### src/rtl/serial_add_pkg.sv
// Shared types and constants for the bit-serial adder controller.
package serial_add_pkg;

  localparam int DEFAULT_WIDTH = 8;

  typedef enum logic [1:0] {
    IDLE = 2'd0,
    RUN  = 2'd1,
    DONE = 2'd2
  } state_e;

endpackage

### src/rtl/fa.sv
// One-bit full adder: the only arithmetic element of the serial adder.
module fa (
  input  logic a_i,
  input  logic b_i,
  input  logic c_i,
  output logic s_o,
  output logic c_o
);

  assign s_o = a_i ^ b_i ^ c_i;
  assign c_o = (a_i & b_i) | (c_i & (a_i ^ b_i));

endmodule

### src/rtl/serial_add_ctrl.sv
// Bit-serial unsigned adder: one operand bit per RUN cycle through a single full adder,
// LSB first, result assembled MSB-inward in a right-shifting sum register.
module serial_add_ctrl
  import serial_add_pkg::*;
#(
  parameter int WIDTH = DEFAULT_WIDTH
) (
  input  logic             clk,
  input  logic             rst,
  input  logic             start,
  input  logic [WIDTH-1:0] a,
  input  logic [WIDTH-1:0] b,
  input  logic             cin,
  output logic             busy,
  output logic             done,
  output logic [WIDTH-1:0] sum,
  output logic             cout
);

  localparam int CW = $clog2(WIDTH);

  state_e           state_q, state_d;
  logic [WIDTH-1:0] a_q, a_d;
  logic [WIDTH-1:0] b_q, b_d;
  logic [WIDTH-1:0] sum_q, sum_d;
  logic             carry_q, carry_d;
  logic [CW-1:0]    cnt_q, cnt_d;
  logic             fa_s, fa_c;

  fa u_fa (
    .a_i(a_q[0]),
    .b_i(b_q[0]),
    .c_i(carry_q),
    .s_o(fa_s),
    .c_o(fa_c)
  );

  always_ff @(posedge clk or posedge rst) begin
    if (rst) begin
      state_q <= IDLE;
      a_q     <= '0;
      b_q     <= '0;
      sum_q   <= '0;
      carry_q <= 1'b0;
      cnt_q   <= '0;
    end else begin
      state_q <= state_d;
      a_q     <= a_d;
      b_q     <= b_d;
      sum_q   <= sum_d;
      carry_q <= carry_d;
      cnt_q   <= cnt_d;
    end
  end

  always_comb begin
    state_d = state_q;
    a_d     = a_q;
    b_d     = b_q;
    sum_d   = sum_q;
    carry_d = carry_q;
    cnt_d   = cnt_q;
    unique case (state_q)
      IDLE: begin
        if (start) begin
          state_d = RUN;
          a_d     = a;
          b_d     = b;
          carry_d = cin;
          cnt_d   = '0;
          sum_d   = '0;
        end
      end
      RUN: begin
        a_d     = a_q >> 1;
        b_d     = b_q >> 1;
        sum_d   = {fa_s, sum_q[WIDTH-1:1]};
        carry_d = fa_c;
        cnt_d   = cnt_q + CW'(1);
        if (cnt_q == CW'(WIDTH - 1)) state_d = DONE;
      end
      DONE: state_d = IDLE;
      default: state_d = IDLE;
    endcase
  end

  // Result and carry come straight from state, so they hold through IDLE.
  assign busy = (state_q != IDLE);
  assign done = (state_q == DONE);
  assign sum  = sum_q;
  assign cout = carry_q;

endmodule

### config.mk
export PLATFORM = sky130hd
export DESIGN_NAME = serial_add_ctrl
export DESIGN_NICKNAME = d
export VERILOG_FILES = /design/src/rtl/serial_add_pkg.sv /design/src/rtl/fa.sv /design/src/rtl/serial_add_ctrl.sv
export SDC_FILE = /design/constraint.sdc
export NUM_CORES = 1
export LEC_CHECK = 0
export CORE_UTILIZATION = 61
export DETAILED_ROUTE_END_ITERATION = 16
export DONT_BUFFER_PORTS = 1
export GPL_ROUTABILITY_DRIVEN = 0
export GPL_TIMING_DRIVEN = 0
export PLACE_DENSITY_LB_ADDON = 0.25
export SYNTH_ARGS = -nofsm -noshare
export SYNTH_HDL_FRONTEND = slang
export SYNTH_HIERARCHICAL = 1
export SYNTH_SLANG_ARGS = --single-unit
### constraint.sdc
create_clock -name clk -period 1.7 [get_ports clk]
set_input_delay 0.51 -clock clk [delete_from_list [all_inputs] [get_ports clk]]
set_output_delay 0.51 -clock clk [all_outputs]
set_load 0.01 [all_outputs]
-- After elaboration in Yosys (flattened, before gate mapping)
Cells that the tools add are included.
- register bits: 30
- bits in latches: 0
- bits in writable memories: 0
- memory bits (read-only): 0
- input port bits: 20
- output and inout bits: 11
- logic and storage cells: 35
- memories: 0
- $add $sub $neg: 1
- multiply operators: 0
- divide/modulo/power cells: 0
- order comparisons: 0
- equal/unequal tests: 5
- shift-type cells: 0
- muxes and demuxes: 13
- bitwise logic cells: 5
- reductions and logical operators: 5
- operators by type and width (kind ; number):
    8-bit case mux with 2 select lines ; 3
    8-bit two-way mux ; 3
    3-bit case mux with 2 select lines ; 1
    2-bit two-way mux ; 2
    2-bit inequality test (second input constant) ; 2
    2-bit case mux with 2 select lines ; 1
    2-bit AND reduction ; 2
    2-bit nonzero test ; 2
    3-bit by 1-bit adder with 3-bit output (second input constant) ; 1
    3-bit == test (second input constant) ; 1
    3-bit two-way mux ; 1
    1-bit AND ; 2
    2-bit by 1-bit == test with 1-bit output (second input constant) ; 1
    2-bit == test (second input constant) ; 1
    2-bit zero test ; 1
    1-bit case mux with 2 select lines ; 1
    1-bit bitwise XOR ; 2
    1-bit two-way mux ; 1
    1-bit bitwise OR ; 1

-- Logic depth before layout (Yosys ltp)
Gate-level depths: netlist (run 1).
- depth in word-level cells: 4
- depth in mapped cells: 5
- depth with buffers taken out: 5

-- Modules after synthesis
The synthesis (run 1) kept the hierarchy.
- by module, submodules not included (module ; instances ; cells each ; area an instance (sq um)):
    serial_add_ctrl ; 1 ; 122 ; 1362.6
    fa ; 1 ; 1 ; 20.0

-- Least setup slack after synthesis (run 1)
OpenSTA, ideal clock, no wires.
- kind: reg2out
- from: register state_q[1]
- to: output port done
- arrival time: 1.062 ns
- path slack: 0.128 ns
- stages on the path, launching flop included: 4
- path buffers: 2
- cell sequence: dfrtp_1 > buf_2 > buf_1 > nor2b_1
- cells in the longest elaborated chain, start to end: 1
- RTL lines (what ; RTL line ; source):
    start, declared ; serial_add_ctrl.sv:22 ; state_e state_q, state_d;
    start signal, assigned ; serial_add_ctrl.sv:47 ; state_q <= state_d;
    2-bit == test ; serial_add_ctrl.sv:89 ; assign done = (state_q == DONE);
    end, declared ; serial_add_ctrl.sv:15 ; output logic done,
Every way passes these cells.

-- Worst setup path in the final report (run 1)
- from: register state_q[0]
- to: output port busy
- cells in the longest elaborated chain, start to end: 1
- RTL lines (what ; RTL line ; source):
    2-bit nonzero test ; serial_add_ctrl.sv:88 ; assign busy = (state_q != IDLE);
    end, declared ; serial_add_ctrl.sv:14 ; output logic busy,
Every way passes these cells.

==> flow_summary.json, run 1 <==
{
  "internal_power_mw": 1.75,
  "synthArstFlopShare": 1.00,
  "num_vias": 1023,
  "worstPathArrival_ns": 1.14,
  "hold_path_end": "b_q[7]",
  "postCtsHoldBufs": 0,
  "dp_slack_ns": -0.0731,
  "cts.clk_slew.worst_paths_ns": 0.08,
  "max_slew_margin": 0.276,
  "p_switching_mw": 1.05,
  "setup.worst_path.class": "register to output port",
  "syn_inst": 123,
  "grt_max_degree": 31,
  "nets": 156,
  "p_seq_frac": 0.463,
  "ios": 31,
  "skew_ns": 0.00786,
  "power_density_mw_per_mm2": 1870,
  "yosysUniqueCellTypes": 30,
  "pwr-share-clk": 0.136,
  "yosysMostFrequentCell": "dfrtp_1",
  "maxCapViolCount": 0,
  "die_height_um": 49.6,
  "peakVddDrop_mv": 1.09,
  "hold_viol_final": 0,
  "wirelength_um": 2990,
  "hold_path_depth": 2,
  "cts_tree": "built",
  "fmax_mhz": 604,
  "fp.coreArea_mm2": 0.00204,
  "hold_start": "b[7]",
  "r2r-start": "state_q[0]",
  "die_w_um": 49.6,
  "placed_cells": 150,
  "place_hpwl_um": 2090,
  "area.growth.synth_to_final_pct": 8.33,
  "endpoint_kind": "output port",
  "cp_max_fo": 8,
  "finalNonFillerCells": 160,
  "ys_seq_area_frac": 0.543,
  "grt_pass1_vias": 1099,
  "rsz0062_at_grt": "no",
  "postSynthAreaPerCell_um2": 11.2,
  "synth_top_area_share": 0.543,
  "maxSlewViolCount": 0,
  "outcome": "complete, no violations",
  "cp_data_required_time_ns": 1.19,
  "p_sw_frac": 0.375,
  "drc_errors": 0,
  "wl_per_cell_um": 18.7,
  "reg2reg_setup_slack_ns": 0.12,
  "synth_warnings": 6,
  "dieArea_mm2": 0.00246,
  "pwr-share-comb": 0.402,
  "grtUsageTotal": 0.285,
  "drt_first_iter_violations": 25,
  "start_util": 0.677,
  "synth.cells.most_frequent": "30 x dfrtp_1, 10 x a22o_1, 10 x nor3b_1",
  "syn_area_mm2": 0.00138,
  "portBuffers": 0,
  "synth_edf_count": 0,
  "synth_seq_cells": 30,
  "viasPerCell": 6.39,
  "grt_remaining_overflow": 0,
  "fin_ws_ns": 0.0452,
  "numCtsBuffers": 5,
  "fin_crit_sh": 0.973,
  "antennaDiodeCount": 0,
  "first_pass_iters": 4,
  "synth_nets": 146,
  "r2r_end": "cnt_q[0]",
  "synth-main-ff-cell": "dfrtp_1",
  "cts_root_buffer": "clkbuf_4",
  "drive_gt1_frac": 0.135,
  "cts.sink_count": 30,
  "finalSetupViolCount": 0,
  "cts.htree.levels": 2,
  "synthTopCellsByArea": "dfrtp_1 54%, a22o_1 6.3%, nor3b_1 5.4%",
  "clk_latency_ns": 0.32,
  "startpoint_type": "register",
  "leakage_nw": 0.658,
  "num_rows": 16,
  "drtAntennaViolNets": 0,
  "clockBufferDepth": 2,
  "fillCellCount": 162,
  "grt_antenna_before_repair": 0,
  "period_minus_slack_ns": 1.65,
  "synth_top_cell_by_area": "dfrtp_1",
  "r2r_cells": 6,
  "hp-class": "input port to register",
  "tightest_slew_ns": 1.08,
  "grt_pass1_wl_um": 5080
}
worst max-delay path by stage:
stage	start	to	slack [ns]	cells after the start
after floorplan	state_q[1]	done	0.13	3
after global placement	state_q[1]	done	-0.07	3
after detailed placement	state_q[1]	done	-0.07	3
after CTS	state_q[0]	busy	-0.01	3
after global routing	state_q[0]	busy	0.01	2
final	state_q[0]	busy	0.05	2
routing by layer:
metal  wire length, um  vias to the layer above  share of wire  track usage
met5                 0                        -              0            0
met4                50                        0          0.017       0.0905
met3               177                        7          0.059        0.130
met2              1480                       33           0.49        0.471
met1              1280                      519           0.43        0.328
li1                  -                      464              -            -
metrics by stage:
stage	hold slack (ns)	cell area (um2)	power [mW]	util	setup TNS [ns]
floorplan	0.463	1380	2.10	-	0
global placement	0.478	1420	2.28	0.694	-0.0657
detailed placement	0.494	1420	2.37	0.694	-0.0731
CTS	0.328	1500	2.80	0.733	-0.0146
global route	0.311	1500	3.01	0.733	0
finish	0.328	1500	2.80	0.733	0
cell usage in the layout, fill, tap and decap left out, drive strengths merged, types with 2 or more instances in the layout:
cell type / instances
a211oi: 4
a21oi: 9
a22o: 10
buf: 10
clkbuf: 9
dfrtp: 30
ha: 2
inv: 9
nand2: 4
nand2b: 2
nor2: 3
nor2b: 3
nor3: 4
nor3b: 10
o21ai: 5
o22a: 7
o32ai: 2
flip-flops by register name, indices dropped and copies added (netlist names):
| register | flops |
|---|---|
| state_q | 2 |
| b_q | 8 |
| sum | 8 |
| cout | 1 |
| cnt_q | 3 |
| a_q | 8 |
worst max-delay path, stage by stage, from the launching register on:
cell and delay (ns):
dfrtp_1 0.42, or2_1 0.26, buf_6 0.15
area by class of cell:
| class | count | area [um2] | share of cell area |
|---|---|---|---|
| Multi-Input combinational cell | 75 | 552 | 0.368 |
| Clock buffer | 7 | 45.0 | 0.0301 |
| Inverter | 9 | 33.8 | 0.0226 |
| Sequential cell | 30 | 751 | 0.501 |
| Buffer | 7 | 45.0 | 0.0301 |
| Tap cell | 27 | 33.8 | 0.0226 |
| Timing Repair Buffer | 5 | 37.5 | 0.0251 |
what timing repair did:
item                       in CTS  in global routing
setup endpoints to repair       2                 12
resized for setup               3                  1
pin swaps                       1                  1
hold endpoints to repair        0                  0
setup buffers                   4                  1
power by group through the flow:
stage	registers, mW	logic [mW]	clock network, mW
global route	1.33	1.26	0.414
floorplan	1.24	0.863	0
detailed placement	1.31	1.07	0
finish	1.30	1.13	0.381
CTS	1.29	1.13	0.382
global placement	1.27	1.01	0
cells by family (layout without fill, tap and decap cells):
group / after synthesis / count (layout) / share of synthesized area
simple gates: 29 / 29 / 0.129
flops: 30 / 30 / 0.543
mux: 1 / 1 / 0.00724
fa+ha+maj: 3 / 3 / 0.0326
compound gates: 42 / 42 / 0.225
buf+inv: 18 / 28 / 0.0633
Note: power is estimated with default switching activity, not from simulation.
==> run 2, diff against run 1 <==
--- a/config.mk
+++ b/config.mk
@@ -11,5 +11,5 @@
 export GPL_ROUTABILITY_DRIVEN = 0
 export GPL_TIMING_DRIVEN = 0
-export PLACE_DENSITY_LB_ADDON = 0.25
+export PLACE_DENSITY = 0.89
 export SYNTH_ARGS = -nofsm -noshare
 export SYNTH_HDL_FRONTEND = slang
==> constraint.sdc (replaced) <==
create_clock -name clk -period 1.7 [get_ports clk]
set_input_delay 0.51 -clock clk [delete_from_list [all_inputs] [get_ports clk]]
set_output_delay 0.51 -clock clk [all_outputs]
set_load 0.005 [all_outputs]
==> run 2 against run 1 <==
  * Combinational power fell by 5%
  * Final area down 1.0%
  * Wire length fell by 8.6%
  * Via count down 0.39%
  * Count of clock-buffer cells in the layout unchanged
  * Maximum frequency is 0.60% higher
  * Power down 1.5%
  * Register-to-register slack improved by 0.17 ns
  * Non-clock buffer count fell by 3
  * Global-route usage shrank 3.0 points
  * Hold slack got worse by 0.0050 ns
  * Critical path type unchanged
  * Largest cell class unchanged
==> flow_summary.json, run 2 (synthesis gave the netlist of run 1 again) <==
{
  "wirelength_um": 2730,
  "post_dp_cell_area_mm2": 0.00142,
  "die_w_um": 49.6,
  "tightest_slew_ns": 1.08,
  "final_util": 0.726,
  "fp.coreArea_mm2": 0.00204,
  "antennaDiodeCount": 0,
  "hp-class": "input port to register",
  "stdcell_area_mm2": 0.00148,
  "skew_ns": 0.00858,
  "startpoint_type": "register",
  "cts_root_buffer": "clkbuf_4",
  "maxSlewViolCount": 0,
  "num_rows": 16,
  "leakage_nw": 0.654,
  "cts.sink_count": 30,
  "nets": 153,
  "mostFrequentLayoutCells": "30 x dfrtp_1, 10 x nor3b_1, 10 x a22o_1",
  "grt_pass1_wl_um": 4570,
  "fillCellCount": 151,
  "cp_max_fo": 8,
  "cp_num_buf_inv": 1,
  "fmax_mhz": 608,
  "drive_gt1_frac": 0.122,
  "max_slew_margin": 0.277,
  "setup_tns_ns": 0,
  "setup.worst_path.class": "register to output port",
  "place_hpwl_um": 1980,
  "start_util": 0.677,
  "fin_crit_sh": 0.968,
  "num_vias": 1019,
  "timing.critical_path.cells": "or2_1 -> buf_6",
  "maxCapViolCount": 0,
  "worstPathArrival_ns": 1.13,
  "viasPerCell": 6.45,
  "hold_slack_ns": 0.323,
  "hold_viol_final": 0,
  "critPathMaxStageDelay_ns": 0.43,
  "outcome": "complete, no violations",
  "path_delay_family": "flip-flops",
  "final_common_cell": "dfrtp_1",
  "first_pass_iters": 4,
  "cp_data_required_time_ns": 1.19,
  "finalSetupViolCount": 0,
  "cts.htree.levels": 2,
  "power_density_mw_per_mm2": 1860,
  "clockBufferDepth": 2,
  "numCtsBuffers": 5,
  "grtUsageTotal": 0.255,
  "wl_per_cell_um": 17.3,
  "cts.clk_slew.worst_paths_ns": 0.09,
  "peakVddDrop_mv": 1.06,
  "rsz0062_at_grt": "yes",
  "grt_antenna_before_repair": 0,
  "dieArea_mm2": 0.00246,
  "grt_max_degree": 31,
  "period_minus_slack_ns": 1.64,
  "area.growth.synth_to_final_pct": 7.24,
  "grt_pass1_vias": 1021,
  "slowest_stage": "dfrtp_1",
  "fin_ws_ns": 0.0551,
  "die_height_um": 49.6,
  "dp_slack_ns": 0.00140,
  "cts_tree": "built",
  "drt_first_iter_violations": 16,
  "drc_errors": 0,
  "placed_cells": 150,
  "endpoint_kind": "output port",
  "grt_remaining_overflow": 0,
  "ios": 31,
  "portBuffers": 0,
  "drtAntennaViolNets": 0,
  "design_power_total_mw": 2.76,
  "finalNonFillerCells": 158,
  "clk_latency_ns": 0.33
}
## run 2: cell count changes in the layout (fill, tap and decap cells not counted)
| cell | delta |
|---|---|
| buf_4 | -3 |
| clkbuf_1 | -1 |
| clkbuf_8 | +1 |
| clkinv_2 | +1 |
| nor2b_1 | +1 |
| nor2b_4 | -1 |
## run 2: cell type report
cell class / count / area [um2] / share of cell area
sequential: 30 / 751 / 0.506
multi-input combinational: 75 / 544 / 0.367
clock buffer: 7 / 55.1 / 0.0371
buffer: 7 / 45.0 / 0.0304
inverter: 9 / 33.8 / 0.0228
tap: 27 / 33.8 / 0.0228
timing repair buffer: 2 / 15.0 / 0.0101
clock inverter: 1 / 5.00 / 0.00338
## run 2: worst reg2reg max path: stages (launching register included)
cell and delay [ns]:
dfrtp_1 0.43, buf_4 0.17, clkbuf_1 0.19, nor3b_1 0.28, a21oi_1 0.07, o22a_1 0.18
## run 2: worst paths after layout
path | start | to | slack (ns) | cells after the start
min in group asynchronous | rst | b_q[2] | 0.33 | 1
max in group asynchronous | rst | sum[6] | 0.70 | 1
max | state_q[0] | busy | 0.06 | 2
min reg2reg | cnt_q[0] | cnt_q[0] | 0.51 | 1
min | b[7] | b_q[7] | 0.32 | 2
max reg2reg | state_q[0] | b_q[1] | 0.29 | 5
## run 2: layer usage
layer	global-route usage	wire length [um]
met2	0.401	1330
met4	0.0952	31
met5	0	0
met3	0.0679	185
met1	0.339	1190
## run 2: repair_timing
action,CTS,global route
endpoints found under the hold margin,0,0
hold buffers,0,0
endpoints found under the setup margin,2,2
resized for setup,1,1
buffers inserted,2,0
pin swaps,1,1
## run 2: power breakdown
group | leakage, nW | switching [mW] | internal [mW]
sequential | 0.366 | 0.222 | 1.04
clock | 0.0353 | 0.235 | 0.200
combinational | 0.253 | 0.537 | 0.532
